## src/rtl/stage_seq.sv

```systemverilog
// stage_seq: multi-cycle instruction stage sequencer with memory wait timeout and halt/resume control.
// Ports:
//   clk, reset          clock and asynchronous active-high reset
//   mem_rdata, mem_ack  memory read data and one-cycle access-complete strobe
//   needs_mem           decoder flag, sampled in EXECUTE
//   halt_insn           decoder flag, sampled in MEMSTORE
//   halt_req, resume    external halt request / resume pulses
//   stage               current stage (FETCH..HALTED)
//   mem_req             memory request level, mem_is_fetch marks instruction fetches
//   ir                  instruction register
//   retire              one-cycle pulse in MEMSTORE
//   instr_cnt           retired-instruction count (wraps)
//   bus_err             sticky memory-timeout flag
module stage_seq #(
    parameter int IR_W        = 16,
    parameter int MEM_TIMEOUT = 15
) (
    input  logic            clk,
    input  logic            reset,
    input  logic [IR_W-1:0] mem_rdata,
    input  logic            mem_ack,
    input  logic            needs_mem,
    input  logic            halt_insn,
    input  logic            halt_req,
    input  logic            resume,
    output logic [2:0]      stage,
    output logic            mem_req,
    output logic            mem_is_fetch,
    output logic [IR_W-1:0] ir,
    output logic            retire,
    output logic [15:0]     instr_cnt,
    output logic            bus_err
);
    typedef enum logic [2:0] {
        FETCH     = 3'd0,
        DECODE    = 3'd1,
        EXECUTE   = 3'd2,
        MEMACCESS = 3'd3,
        MEMSTORE  = 3'd4,
        HALTED    = 3'd5
    } stage_t;
    stage_t          stage_q, stage_d;
    logic [IR_W-1:0] ir_q, ir_d;
    logic [15:0]     cnt_q, cnt_d;
    logic            err_q, err_d;
    logic            pend_q, pend_d;
    logic [7:0]      wait_q, wait_d;
    logic            mem_stage;
    logic            timeout;
    assign mem_stage = (stage_q == FETCH) || (stage_q == MEMACCESS);
    // an ack in the final allowed cycle wins over the timeout
    assign timeout   = mem_stage && !mem_ack && (wait_q == 8'(MEM_TIMEOUT));
    always_ff @(posedge clk or posedge reset) begin
        if (reset) begin
            stage_q <= FETCH;
            ir_q    <= '0;
            cnt_q   <= '0;
            err_q   <= 1'b0;
            pend_q  <= 1'b0;
            wait_q  <= '0;
        end else begin
            stage_q <= stage_d;
            ir_q    <= ir_d;
            cnt_q   <= cnt_d;
            err_q   <= err_d;
            pend_q  <= pend_d;
            wait_q  <= wait_d;
        end
    end
    always_comb begin
        stage_d = stage_q;
        ir_d    = ir_q;
        cnt_d   = cnt_q;
        err_d   = err_q | timeout;
        // halt requests latch in any stage but HALTED; a clean resume clears them
        pend_d  = (stage_q == HALTED) ? (pend_q & ~(resume & ~halt_req)) : (pend_q | halt_req);
        // counting continues only while staying in a memory wait; every exit or entry clears it
        wait_d  = (mem_stage && !mem_ack && !timeout) ? wait_q + 8'd1 : 8'd0;
        case (stage_q)
            FETCH: begin
                if (mem_ack) begin
                    ir_d    = mem_rdata;
                    stage_d = DECODE;
                end else if (timeout) begin
                    stage_d = HALTED;
                end
            end
            DECODE:    stage_d = EXECUTE;
            EXECUTE:   stage_d = needs_mem ? MEMACCESS : MEMSTORE;
            MEMACCESS: stage_d = mem_ack ? MEMSTORE : (timeout ? HALTED : MEMACCESS);
            MEMSTORE: begin
                cnt_d   = cnt_q + 16'd1;
                stage_d = (halt_insn || pend_q) ? HALTED : FETCH;
            end
            HALTED:    stage_d = (resume && !halt_req) ? FETCH : HALTED;
            default:   stage_d = FETCH;
        endcase
    end
    always_comb begin
        stage        = stage_q;
        mem_req      = mem_stage;
        mem_is_fetch = stage_q == FETCH;
        ir           = ir_q;
        retire       = stage_q == MEMSTORE;
        instr_cnt    = cnt_q;
        bus_err      = err_q;
    end
endmodule

```

## config.mk

```make
export PLATFORM = sky130hd
export DESIGN_NAME = stage_seq
export DESIGN_NICKNAME = d
export VERILOG_FILES = /design/src/rtl/stage_seq.sv
export SDC_FILE = /design/constraint.sdc
export NUM_CORES = 1
export LEC_CHECK = 0
export ABC_AREA = 1
export ABC_CLOCK_PERIOD_IN_PS = 2500
export CORE_ASPECT_RATIO = 1.75
export CORE_MARGIN = 5
export CORE_UTILIZATION = 30
export DETAILED_ROUTE_END_ITERATION = 10
export GPL_TIMING_DRIVEN = 0
export PLACE_DENSITY_LB_ADDON = 0.25
export REMOVE_ABC_BUFFERS = 1
export SLEW_MARGIN = 20
export SYNTH_ARGS = -nofsm -noshare
export SYNTH_HDL_FRONTEND = slang
export SYNTH_SLANG_ARGS = --single-unit
```

## constraint.sdc

```tcl
create_clock -name clk -period 2.5 [get_ports clk]
set_input_delay 0.5 -clock clk [delete_from_list [all_inputs] [get_ports clk]]
set_output_delay 0.5 -clock clk [all_outputs]
set_load 0.02 [all_outputs]
```

[After elaboration in Yosys (flattened, before gate mapping)]
Cells that the tools add are included.
Word-level totals
  flip-flop bits (word level): 45
  latch bits: 0
  memory bits (writable): 0
  memory bits (read-only): 0
  output and inout bits: 39
  memories kept: 0
Cells by class
  add/sub/neg operators: 2
  multiply operators: 0
  div/mod/pow operators: 0
  magnitude comparators: 0
  eq/ne operators: 7
  shifts and indexed selects: 0
  muxes and demuxes: 10
  bitwise operators: 6
  reduce and logical (&&, ||, !) cells: 11
Operator list (number)
  $mux W3: 7
  $pmux W3 S6: 1
  $add A16 B1 Y16 const B: 1
  $add A8 B1 Y8 const B: 1
  $eq A8 B4 Y1 const B: 1
  $mux W8: 1
  $eq A3 B2 Y1 const B: 2
  $eq A3 B3 Y1 const B: 2
  $logic_and A1 B1 Y1: 4
  $eq A3 B1 Y1 const B: 1
  $logic_not A1 Y1: 3
  $logic_not A3 Y1: 1
  $ne A3 B2 Y1 const B: 1
  $and A1 B1 Y1: 2
  $logic_or A1 B1 Y1: 2
  $not A1 Y1: 2
  $or A1 B1 Y1: 2
  $reduce_and A2 Y1: 1
  $mux W1: 1

[Longest topological paths before layout]
  depth after elaboration: 7
  depth in mapped cells: 9
  mapped depth without buffers: 8

[Least setup slack after synthesis]
OpenSTA, ideal clock, no wires.
  path kind: register to output
  from: register stage_q[1] (netlist: stage[1])
  to: output port mem_is_fetch
  data arrival time: 1.044 ns
  required time: 2.000 ns
  setup slack: 0.956 ns
  stages on the path, launching flop included: 5
  buffers on the path: 1
  path through: dfrtp_1 > nor2_4 > nand2_2 > inv_6 > buf_6
On the way
  word-level cells in the longest chain between the ends: 1
RTL lines
  start, declared: RTL line 42  | stage_t stage_q, stage_d;
  start signal, assigned: RTL line 62  | stage_q <= stage_d;
  $logic_not A3 Y1: RTL line 102  | mem_is_fetch = stage_q == FETCH;
  end, declared: RTL line 28  | output logic mem_is_fetch,
No other way between the ends.

[Worst setup path in the final report]
  from: register stage_q[1] (netlist: stage[1])
  to: output port retire
On the way
  word-level cells in the longest chain between the ends: 1
RTL lines
  $eq A3 B3 Y1: RTL line 104  | retire = stage_q == MEMSTORE;
  end, declared: RTL line 30  | output logic retire,
No other way between the ends.

==> impl_metrics.toml <==
[global_routing]
antenna_found_initial = 0
grt_pass1_wl_mm = 9.218
grt_pass1_vias = 1962
grt_start_max_net_pins = 29
track_usage = 0.1177
overflow = 0

[floorplan]
die_area_um2 = 9558
initial_utilization = 0.3050
die_y_um = 125.6
die_w_um = 76.08
io_pins = 62
rows = 42
coreArea_um2 = 7515

[yosys]
yosys-top-cells-count = "nand2_1 (92), dfrtp_1 (45), nor2_1 (29), nand3_1 (25), inv_1 (19)"
synth_flop_cell = "dfrtp_1"
synth.top_cell.area_share = 0.4913
yosys_warnings = 0
synth.distinct_cells = 30
synthCells = 276
synth_edf_count = 0
ys_ff_latch = 45
synth.avg_cell_area_um2 = 8.305
syn_area_um2 = 2292
synth.largest_area_cell = "dfrtp_1"
synthTopCellsByArea = "dfrtp_1 (49%), nand2_1 (15%), nand3_1 (5.5%)"
yosysMostFrequentCell = "nand2_1"
async_flop_share = 1.000
ys_seq_area_frac = 0.4913

[clock_tree]
cts_resized = 0
ctsRootBufferMaster = "clkbuf_16"
htree_num_levels = 2
hold_buffers = 0
clk_latency_ns = 0.29
cts.sinks = 45
post_cts_buffers = 0
cts_buffers = 5
cts.path.max_buffers = 2
tritoncts = "built"
clk_pin_slew_ns = 0.06

[routing]
antenna_left = 0
routed_wirelength_mm = 5.392
drt_iter0_markers = 58
drc = 0
drt_pass1_iterations = 4
viasPerCell = 4.591
vias = 1965
wire_per_inst_um = 12.60

[finish]
syn_to_final_growth_pct = 36.57
fin_util = 0.4166
num_antenna_cells = 0
drive_gt1_frac = 0.09412
nets = 364

[worst_setup_path]
worstPathMaxFanout = 10
critPathLaunchType = "register"
critical_path.max_stage_delay_ns = 0.63
critPathCaptureType = "primary output"
crit_arrival_ns = 1.85
crit_chain = "nor2_4, nand2_4, inv_2, clkdlybuf4s50_1"
reg2reg_depth = 8
worstReg2RegStart = "wait_q[0]"
critPathRequiredTime_ns = 2.00
crit_type = "register to primary output"
r2r_end = "wait_q[7]"
regToRegSetupSlack_ns = 1.03
slowest_stage = "clkdlybuf4s50_1"

[worst_hold_path]
hp-start = "ir[8]"
hp-class = "register to register"
whs_path_depth = 2
worstHoldEndpoint = "ir[8]"

[timing]
finalCritPeriodShare = 0.9410
setup_violations = 0
fin_skew_ns = 0.003782
clock.fmax_mhz = 425.1
fin_crit_ns = 2.352
rsz0062_at_grt = "no"
relSlewSlack = 0.4392
max_slew.worst_pin.slew_ns = 0.8385
setup_ws_ns = 0.1475
final_hold_viol_count = 0
drv_slew = 0
final.setup.tns_ns = 0

[placement]
gp_congestion = 0.7874
preCtsSetupSlack_ns = 0.1823
dp_hpwl_mm = 4.124
portBuffers = 61

[power_and_ir_drop]
leakage_nw = 1.406
peakVddDrop_mv = 0.6564
power_per_cell_area_nw_per_um2 = 984.9

[status]
status = "finished clean"

[run]
maxCapViolCount = 0
## flip-flops by register name, summed over array words and instances (netlist names)
register,cells
wait_q,8
bus_err,1
pend_q,1
instr_cnt,16
stage,3
ir,16
## cell families (layout without fill, tap and decap cells)
family	count (synthesis)	after routing	synth area share
AOI/OAI and AO/OA	11	11	0.02892
xor gates and xnor gates	11	11	0.04203
adders and majority gates	2	2	0.01092
buffers and inverters	30	94	0.05949
DFF	45	45	0.4913
and+or+nand+nor	177	177	0.3674
## cell type report
class                           instances  area [µm²]
Fill cell                             781        4384
Clock inverter                          2       10.01
Inverter                               24       95.09
Multi-Input combinational cell        201        1030
Timing Repair Buffer                   62       630.6
Tap cell                               88       110.1
Clock buffer                            6       128.9
Sequential cell                        45        1126
## power breakdown
group	switching (W)	internal, W	total (W)
Clock	0.000274	0.000367	0.000641
Combinational	0.000770	0.000564	0.00133
Sequential	0.000188	0.000921	0.00111
Total	0.00123	0.00185	0.00308
## layer usage
| layer | up-vias | GRT usage | wire, µm |
|---|---|---|---|
| met5 | - | 0 | 0 |
| met1 | 910 | 0.1248 | 2140 |
| met3 | 10 | 0.03214 | 288 |
| li1 | 996 | - | - |
| met4 | 0 | 0.04325 | 105 |
| met2 | 49 | 0.2182 | 2858 |
## placed cells by master (no fill, tap or decap), drive strengths merged
| cell | count |
|---|---|
| a21o | 1 |
| a21oi | 1 |
| buf | 1 |
| clkbuf | 6 |
| clkdlybuf4s50 | 61 |
| clkinv | 3 |
| dfrtp | 45 |
| ha | 2 |
| inv | 23 |
| nand2 | 100 |
| nand3 | 25 |
| nand3b | 3 |
| nand4 | 7 |
| nor2 | 37 |
| nor3 | 4 |
| nor3b | 1 |
| o211ai | 2 |
| o21ai | 6 |
| o32ai | 1 |
| xnor2 | 5 |
| xor2 | 6 |
## through the flow
stage | hold slack, ns | cell area, µm² | instances | total power, W
2_1_floorplan | 0.4313 | 2251 | 270 | 0.001858
3_3_place_gp | 0.4447 | 2972 | 419 | 0.002466
3_5_place_dp | 0.4522 | 2992 | 420 | 0.002485
4_1_cts | 0.4744 | 3131 | 428 | 0.003142
5_1_grt | 0.5017 | 3131 | 428 | 0.003310
6_report | 0.4725 | 3131 | 428 | 0.003083
## worst max-delay path by stage
| stage | start | endpoint | slack, ns | cells past startpoint |
|---|---|---|---|---|
| final | stage[1] | retire | 0.15 | 4 |
| after global routing | stage[1] | retire | 0.04 | 4 |
| after floorplan | reset | bus_err | 0.94 | 1 |
| after detailed placement | mem_ack | wait_q[7] | 0.18 | 6 |
| after global placement | reset | stage[0] | -0.09 | 2 |
| after CTS | stage[1] | retire | 0.11 | 4 |
## critical path: cells and delay by family, from the launching register on
kind          cells  cell delay, ns
buf+inv           2            0.81
simple gates      2            0.31
flops             1            0.44
(Power assumes the default switching activity.)
